[src/rtl/instr_encoder_if.sv]
// instr_encoder_if: request handshake plus instruction-memory write port of the encoder.
interface instr_encoder_if;
    logic        req_valid;
    logic        req_ready;
    logic [2:0]  req_op;
    logic [5:0]  req_funct;
    logic [4:0]  req_rs;
    logic [4:0]  req_rt;
    logic [4:0]  req_rd;
    logic [15:0] req_imm;
    logic [25:0] req_target;
    logic        slot_en;
    logic        wr_en;
    logic [31:0] wr_addr;
    logic [31:0] wr_data;
    modport master(
        output req_valid, req_op, req_funct, req_rs, req_rt, req_rd, req_imm, req_target, slot_en,
        input  req_ready, wr_en, wr_addr, wr_data
    );
    modport slave(
        input  req_valid, req_op, req_funct, req_rs, req_rt, req_rd, req_imm, req_target, slot_en,
        output req_ready, wr_en, wr_addr, wr_data
    );
endinterface

[src/rtl/instr_encoder.sv]
// instr_encoder: encodes MIPS-style requests into words written sequentially to instruction memory.
module instr_encoder #(
    parameter int MEM_WORDS = 256
) (
    input  logic                  clk,
    input  logic                  rst,
    input  logic                  load_base,
    input  logic [31:0]           base_addr,
    output logic [15:0]           count,
    output logic                  full,
    output logic                  err_op,
    instr_encoder_if.slave        bus
);
    typedef enum logic {IDLE, SLOT} state_t;
    localparam logic [15:0] LIMIT = 16'(MEM_WORDS);
    localparam logic [15:0] LAST  = 16'(MEM_WORDS - 1);
    state_t      state;
    logic [31:0] ptr;
    logic [31:0] enc;
    logic        is_br;
    logic        accept;
    assign is_br = bus.req_op == 3'd3 || bus.req_op == 3'd5 || bus.req_op == 3'd6;
    assign full  = count == LIMIT;
    // A branch needing a delay slot is held off unless both words fit.
    assign bus.req_ready = rst && state == IDLE && !full && !load_base
                           && !(bus.slot_en && is_br && count == LAST);
    assign accept = bus.req_valid && bus.req_ready;
    always_comb begin
        enc = bus.req_op == 3'd0 ? {6'd0, bus.req_rs, bus.req_rt, bus.req_rd, 5'd0, bus.req_funct} :
              bus.req_op == 3'd1 ? {6'd35, bus.req_rs, bus.req_rt, bus.req_imm} :
              bus.req_op == 3'd2 ? {6'd43, bus.req_rs, bus.req_rt, bus.req_imm} :
              bus.req_op == 3'd3 ? {6'd4, bus.req_rs, bus.req_rt, bus.req_imm} :
              bus.req_op == 3'd4 ? {6'd9, bus.req_rs, bus.req_rt, bus.req_imm} :
              bus.req_op == 3'd5 ? {6'd2, bus.req_target} :
              bus.req_op == 3'd6 ? {6'd3, bus.req_target} : 32'd0;
    end
    always_ff @(posedge clk) begin
        if (!rst) begin
            state       <= IDLE;
            ptr         <= 32'd0;
            count       <= 16'd0;
            err_op      <= 1'b0;
            bus.wr_en   <= 1'b0;
            bus.wr_addr <= 32'd0;
            bus.wr_data <= 32'd0;
        end else begin
            bus.wr_en <= 1'b0;
            if (state == SLOT) begin
                bus.wr_en   <= 1'b1;
                bus.wr_addr <= ptr;
                bus.wr_data <= 32'd0;
                ptr         <= ptr + 32'd4;
                count       <= count + 16'd1;
                state       <= IDLE;
            end else if (load_base) begin
                ptr   <= base_addr & ~32'd3;
                count <= 16'd0;
            end else if (accept) begin
                if (bus.req_op == 3'd7) begin
                    err_op <= 1'b1;
                end else begin
                    bus.wr_en   <= 1'b1;
                    bus.wr_addr <= ptr;
                    bus.wr_data <= enc;
                    ptr         <= ptr + 32'd4;
                    count       <= count + 16'd1;
                    state       <= bus.slot_en && is_br ? SLOT : IDLE;
                end
            end
        end
    end
endmodule

[src/flat_wrapper.sv]
// flat-port wrapper written by rule: the top's interface ports become plain ports
module instr_encoder_flat 
#(
    parameter int MEM_WORDS = 256
)
  (clk, rst, load_base, base_addr, count, full, err_op, bus_req_valid, bus_req_op, bus_req_funct, bus_req_rs, bus_req_rt, bus_req_rd, bus_req_imm, bus_req_target, bus_slot_en, bus_req_ready, bus_wr_en, bus_wr_addr, bus_wr_data);
  instr_encoder_if bus_i ();
  input  logic clk;
  input  logic rst;
  input  logic load_base;
  input  logic [31:0] base_addr;
  output logic [15:0] count;
  output logic full;
  output logic err_op;
  input wire logic [$bits(bus_i.req_valid)-1:0] bus_req_valid;
  input wire logic [$bits(bus_i.req_op)-1:0] bus_req_op;
  input wire logic [$bits(bus_i.req_funct)-1:0] bus_req_funct;
  input wire logic [$bits(bus_i.req_rs)-1:0] bus_req_rs;
  input wire logic [$bits(bus_i.req_rt)-1:0] bus_req_rt;
  input wire logic [$bits(bus_i.req_rd)-1:0] bus_req_rd;
  input wire logic [$bits(bus_i.req_imm)-1:0] bus_req_imm;
  input wire logic [$bits(bus_i.req_target)-1:0] bus_req_target;
  input wire logic [$bits(bus_i.slot_en)-1:0] bus_slot_en;
  output wire logic [$bits(bus_i.req_ready)-1:0] bus_req_ready;
  output wire logic [$bits(bus_i.wr_en)-1:0] bus_wr_en;
  output wire logic [$bits(bus_i.wr_addr)-1:0] bus_wr_addr;
  output wire logic [$bits(bus_i.wr_data)-1:0] bus_wr_data;
  assign bus_i.req_valid = bus_req_valid;
  assign bus_i.req_op = bus_req_op;
  assign bus_i.req_funct = bus_req_funct;
  assign bus_i.req_rs = bus_req_rs;
  assign bus_i.req_rt = bus_req_rt;
  assign bus_i.req_rd = bus_req_rd;
  assign bus_i.req_imm = bus_req_imm;
  assign bus_i.req_target = bus_req_target;
  assign bus_i.slot_en = bus_slot_en;
  assign bus_req_ready = bus_i.req_ready;
  assign bus_wr_en = bus_i.wr_en;
  assign bus_wr_addr = bus_i.wr_addr;
  assign bus_wr_data = bus_i.wr_data;
  instr_encoder #(.MEM_WORDS(MEM_WORDS)) u_core (.clk(clk), .rst(rst), .load_base(load_base), .base_addr(base_addr), .count(count), .full(full), .err_op(err_op), .bus(bus_i));
endmodule
[config.mk]
export PLATFORM = sky130hd
export DESIGN_NAME = instr_encoder_flat
export DESIGN_NICKNAME = d
export VERILOG_FILES = /design/src/rtl/instr_encoder_if.sv /design/src/rtl/instr_encoder.sv /design/src/flat_wrapper.sv
export SDC_FILE = /design/constraint.sdc
export NUM_CORES = 1
export LEC_CHECK = 0
export ABC_AREA = 1
export ABC_CLOCK_PERIOD_IN_PS = 1900
export CAP_MARGIN = 20
export CORE_MARGIN = 3
export CORE_UTILIZATION = 44
export DETAILED_ROUTE_END_ITERATION = 10
export MAX_ROUTING_LAYER = met4
export PLACE_DENSITY = 0.78
export SYNTH_ARGS = -nofsm -noshare
export SYNTH_HDL_FRONTEND = slang
export SYNTH_SLANG_ARGS = --single-unit
export TNS_END_PERCENT = 1
[constraint.sdc]
create_clock -name clk -period 1.9 [get_ports clk]
set_clock_uncertainty 0.15 [all_clocks]
set_input_delay 0.285 -clock clk [delete_from_list [all_inputs] [get_ports clk]]
set_output_delay 0.285 -clock clk [all_outputs]
set_load 0.01 [all_outputs]
==> results_dict.tcl <==
set metrics [dict create \
    whs_endpoint "u_core.count[9]$_SDFFE_PN0P_" \
    fin_nets 1425 \
    ys_warn_count 0 \
    rsz0062_at_grt "yes" \
    slew_violations 0 \
    hold_path_depth 4 \
    rrSetupSlack_ns -0.14 \
    track_usage_pct 27.0 \
    antenna_found_initial 0 \
    cts_hold_buf 0 \
    synth_top_area_share_pct 33.0 \
    p_per_area_nw_per_um2 563 \
    cp.required_ns 1.99 \
    gr-total-overflow 0 \
    ir_worst_vdd_v 0.000427 \
    syn_inst 1060 \
    r2r_start "u_core.count[1]$_SDFFE_PN0P_" \
    synth.area.top_cells "dfxtp_1 33%, nand2_1 19%, nand3_1 8.2%" \
    setup_violations 110 \
    ios 187 \
    die_y_um 129 \
    coreArea_um2 14700 \
    drt-initial-drc-count 567 \
    row_count 44 \
    antennaDiodeCount 0 \
    die_w_um 129 \
    r2r-end "u_core.count[3]$_SDFFE_PN0P_" \
    critPathArrivalTime_ns 2.13 \
    hp-class "in -> reg" \
    first_global_vias 7213 \
    die_area_um2 16700 \
    port_buffers 181 \
    wirelength_mm 22.7 \
    cts_tree "yes" \
    wire_per_inst_um 15.1 \
    synth_flop_cell "dfxtp_1" \
    synth_edf_count 0 \
    finalPower_mw 5.70 \
    clkSinkCount 110 \
    drc 0 \
    p_leak_nw 4.48 \
    seq_area_frac_synth_pct 33.0 \
    crit_path_start_kind "flop" \
    hold_viol 0 \
    yosysUniqueCellTypes 40 \
    syn_to_final_growth_pct 51.5 \
    layout.cells.non_filler 1502 \
    synth_area_um2 6680 \
    whs_ns 0.251 \
    clock_latency_ns 0.36 \
    reg2regPathDepth 13 \
    relSlewSlack_pct 36.8 \
    cts_buffer_depth 2 \
    grt_pass1_wl_mm 35.1 \
    grt_max_degree 91 \
    yosysTopAreaCell "dfxtp_1" \
    end_kind "flop" \
    synth_async_sr_flop_share_pct 0 \
    hp-start "rst" \
    ant_nets 0 \
    place_congestion 0.964 \
    clk_pin_slew_ns 0.07 \
    drive_above_1_share_pct 14.9 \
    stdcell_area_um2 10100 \
    critPathKind "reg -> reg" \
    failed_checks "negative setup slack" \
    finalCriticalPeriod_ns 2.04 \
    drt_first_pass_iters 5 \
    dp_hpwl_mm 15.6 \
    cts_root_buf "clkbuf_16" \
    ys_ff_latch 110 \
    maxCapViolCount 0 \
    vias 7765 \
    h-tree-depth 3 \
    fmaxAchievable_ghz 0.489 \
    dpl.cell_count 1468 \
    postPlaceCellArea_um2 9280 \
    initial_utilization_pct 45.4 \
    fin_ws_ns -0.144 \
    crit_fanout 8 \
    status "complete, but fails checks" \
    worstMarginPinSlew_ns 0.948 \
    syn_area_per_cell_um2 6.30 \
    post-route-period-util_pct 108 \
    vias_per_cell 5.17 \
    cts_buffers 9 \
]
[flip-flops by register name, indices dropped and copies added (netlist names)]
register,count
u_core.bus.wr_addr,30
u_core.ptr,30
u_core.err_op,1
u_core.bus.wr_en,1
u_core.bus.wr_data,31
u_core.state,1
u_core.count,16
[stage by stage]
stage	util, %	setup WS, ns	TNS (ns)
detailed placement	63.1	-0.775	-74.13
CTS	67.5	-0.132	-8.35
floorplan	-	0.0213	0
global placement	63.1	-0.656	-63.99
global route	68.8	-0.222	-20.10
finish	68.8	-0.144	-11.18
[worst max-delay path by stage]
stage | to | slack (ns) | cells after the start | start
6_report | u_core.count[3]$_SDFFE_PN0P_ | -0.14 | 13 | u_core.count[1]$_SDFFE_PN0P_
3_3_place_gp | u_core.bus.wr_addr[2]$_SDFFE_PN0P_ | -0.66 | 14 | bus_req_op[0]
2_1_floorplan | u_core.ptr[2]$_SDFFE_PN0P_ | 0.02 | 12 | u_core.count[0]$_SDFFE_PN0P_
5_1_grt | u_core.bus.wr_addr[28]$_SDFFE_PN0P_ | -0.22 | 13 | u_core.count[1]$_SDFFE_PN0P_
4_1_cts | bus_req_ready | -0.13 | 8 | u_core.count[1]$_SDFFE_PN0P_
3_5_place_dp | u_core.ptr[27]$_SDFFE_PN0P_ | -0.77 | 14 | bus_req_op[0]
[cell usage after synthesis, types with 9 or more instances]
master / number
nand3_1: 110
buf_6: 11
xor2_1: 22
clkbuf_1: 23
dfxtp_1: 110
inv_1: 74
nor2_1: 135
buf_1: 11
nand4_1: 14
o21ai_0: 24
buf_4: 9
nand2_1: 331
a21oi_1: 80
nand3b_1: 42
[report_power, final]
| part | switching, mW | internal (mW) | total (mW) |
|---|---|---|---|
| Sequential | 0.110 | 2.42 | 2.53 |
| Combinational | 0.638 | 0.702 | 1.34 |
| Clock | 0.869 | 0.956 | 1.83 |
| Total | 1.62 | 4.08 | 5.70 |
[kinds of logic after synthesis]
group / after synthesis / synth area share, %
AOI/OAI and AO/OA: 116 / 8.92
xor gates and xnor gates: 25 / 3.28
adders and majority gates: 7 / 1.31
buffers and inverters: 144 / 10.1
DFF: 110 / 33.0
muxes: 1 / 0.150
other: 1 / 0.0562
and+or+nand+nor: 656 / 43.2
[placed cells by master, fill, tap and decap left out, drive strengths merged, types with 22 or more instances in the layout]
cell type      synthesis  layout
a21oi                 81      81
inv                   80      81
buf                   39     122
clkdlybuf4s50          0     175
o21ai                 30      30
xor2                  22      22
dfxtp                110     110
nand2                333     333
nand3b                42      42
nor2                 138     138
nand3                111     111
[per-layer routing]
layer | global-route usage, % | part of all wire (%)
met1 | 31.9 | 42
met4 | 7.84 | 2.1
met5 | - | 0
met3 | 7.05 | 7.5
met2 | 45.2 | 49
[critical path: stages (launching register included)]
cell	delay, ns
dfxtp_4	0.38
ha_4	0.15
nand2_4	0.05
nor2_4	0.11
nand2_2	0.10
nor2_4	0.12
nand2_2	0.08
buf_6	0.12
nand4_4	0.13
buf_6	0.17
nand2_8	0.07
buf_12	0.15
nand3_1	0.06
o21ai_1	0.09
[timing repair]
action,in CTS,in global routing
buffers inserted,8,2
cloned,6,4
resized for setup,63,19
setup endpoints to repair,112,112
endpoints found under the hold margin,0,0
pin swaps,11,11
[layout make-up]
cell class,count,area (um^2)
multi-input combinational,808,3980
fill,1282,4580
clock inverter,2,17.5
sequential,110,2210
inverter,82,315
clock buffer,12,256
timing repair buffer,304,3100
tap,184,230
Note: power is estimated with default switching activity, not from simulation.
==> variant: new RTL, config.mk and constraints unchanged <==
Compare `count` against `LAST` with >= in place of ==.
--- a/src/rtl/instr_encoder.sv
+++ b/src/rtl/instr_encoder.sv
@@ -25,3 +25,3 @@
     assign bus.req_ready = rst && state == IDLE && !full && !load_base
-                           && !(bus.slot_en && is_br && count == LAST);
+                           && !(bus.slot_en && is_br && count >= LAST);
     assign accept = bus.req_valid && bus.req_ready;
Function: no difference found for any inputs over 4 cycles, from zero or initial values and one cycle with rst low; that may be too few to reach the edited logic, so the function may still have changed.
==> variant against the original RTL <==
The flow still finishes with violations (negative setup slack). Register-to-register slack gained 0.05 ns. Wire length shrank 13%. Sequential cell count is the same. Power shrank 3.2%. Area after synthesis shrank 9.2%. Final area shrank 8.6%. Setup slack gained 0.032 ns. Utilization grew 0.44 points. Critical path type is now flip-flop to primary output. Largest cell class unchanged. Largest power group unchanged.
==> variant: results (changes against the original RTL) <==
* Routed met1 length: 8390 um (-11%)
- The post-detailed-routing wire length is 19,800 um (-13%).
* Violated checks: negative setup slack
* Biggest fanout along the worst timing path: 5 (-3)
- The area of placed instances came to 8670 sq um (-6.5%).
* GR Util met3: 0.0476 (-0.0229)
- Setup slack, reg-to-reg: -0.09 ns (+0.05 ns)
- Hold slack: 0.293 ns (+0.0420 ns)
- Number of placed cells counting well taps: 1,346 (-8.3%)
* Number of filler cells placed in the layout: 1,169 (-8.8%)
- The setup fix buffers added after clock tree synthesis was 1 (-7).
* Vias after detailed routing: 6,971 (-10%)
* Hold Crit Start: bus_req_op[2]
- The final number of setup-violating endpoints is 77 (-30%).
* Arrival time at the worst endpoint: 1.58 ns (-0.55 ns)
- Placer Congestion: 0.875 (-9.3%)
* Capturing element of the worst setup path: bus_req_ready
- The count of different cell masters after synthesis was 38 (-5.0%).
- The most critical setup path has its startpoint at u_core.count[14].
- Max rail drop VDD: 0.396 mV (-7.2%)
- Multiplexer area fraction after synthesis: 0.00330 (+0.00180)
- The initial detailed-routing violation count is 450 (-21%).
* Synth area leaders: sky130_fd_sc_hd__dfxtp_1 (36%), sky130_fd_sc_hd__nand2_1 (15%), sky130_fd_sc_hd__nor2_1 (10%)
- The number of gates resized after cts was 32 (-49%).
- The mean routed wirelength per cell was 14.5 um (-4.1%).
- The fraction of the mapped netlist area in compound gates was 0.117 (+0.0276).
* Final worst setup slack: -0.112 ns (+0.0324 ns)
- The slowest stage of the critical path is the sky130_fd_sc_hd__dfxtp_1 cell.
- The worst register-to-register path ends at u_core.bus.wr_addr[8].
* Status: complete, but fails checks
* Grt met1 use: 0.308 (-0.0106)
* Half-perimeter wire length after detailed placement: 14,000 um (-11%)
- Synth cell count leaders: sky130_fd_sc_hd__nand2_1 (239), sky130_fd_sc_hd__nor2_1 (167), sky130_fd_sc_hd__dfxtp_1 (110), sky130_fd_sc_hd__nand3_1 (95), sky130_fd_sc_hd__o21ai_0 (89)
==> variant: cell types whose count changed after synthesis, sizes merged, moves of 3 or more <==
cell    change
nand2      -90
o21ai      +62
a21oi      -44
nand3b     -36
nor2       +35
inv        -29
nand3      -14
buf        -10
xor2       -10
xnor2       +9
a31oi       +6
and3        -3
or2         +3
==> variant: power groups by stage <==
stage	registers, W	clock network (W)	logic [W]
floorplan	0.00257	0	0.000457
global placement	0.00255	0	0.00104
detailed placement	0.00255	0	0.00106
CTS	0.00250	0.00192	0.00107
global route	0.00252	0.00201	0.00121
finish	0.00250	0.00190	0.00111
==> variant: cell type report <==
class,instances,area [sq um],share of cell area
Clock inverter,4,46.3,0.00501
Inverter,54,205,0.0222
Clock buffer,11,243,0.0263
Sequential cell,110,2210,0.239
Tap cell,176,220,0.0238
Timing Repair Buffer,288,2750,0.298
Multi-Input combinational cell,723,3560,0.386
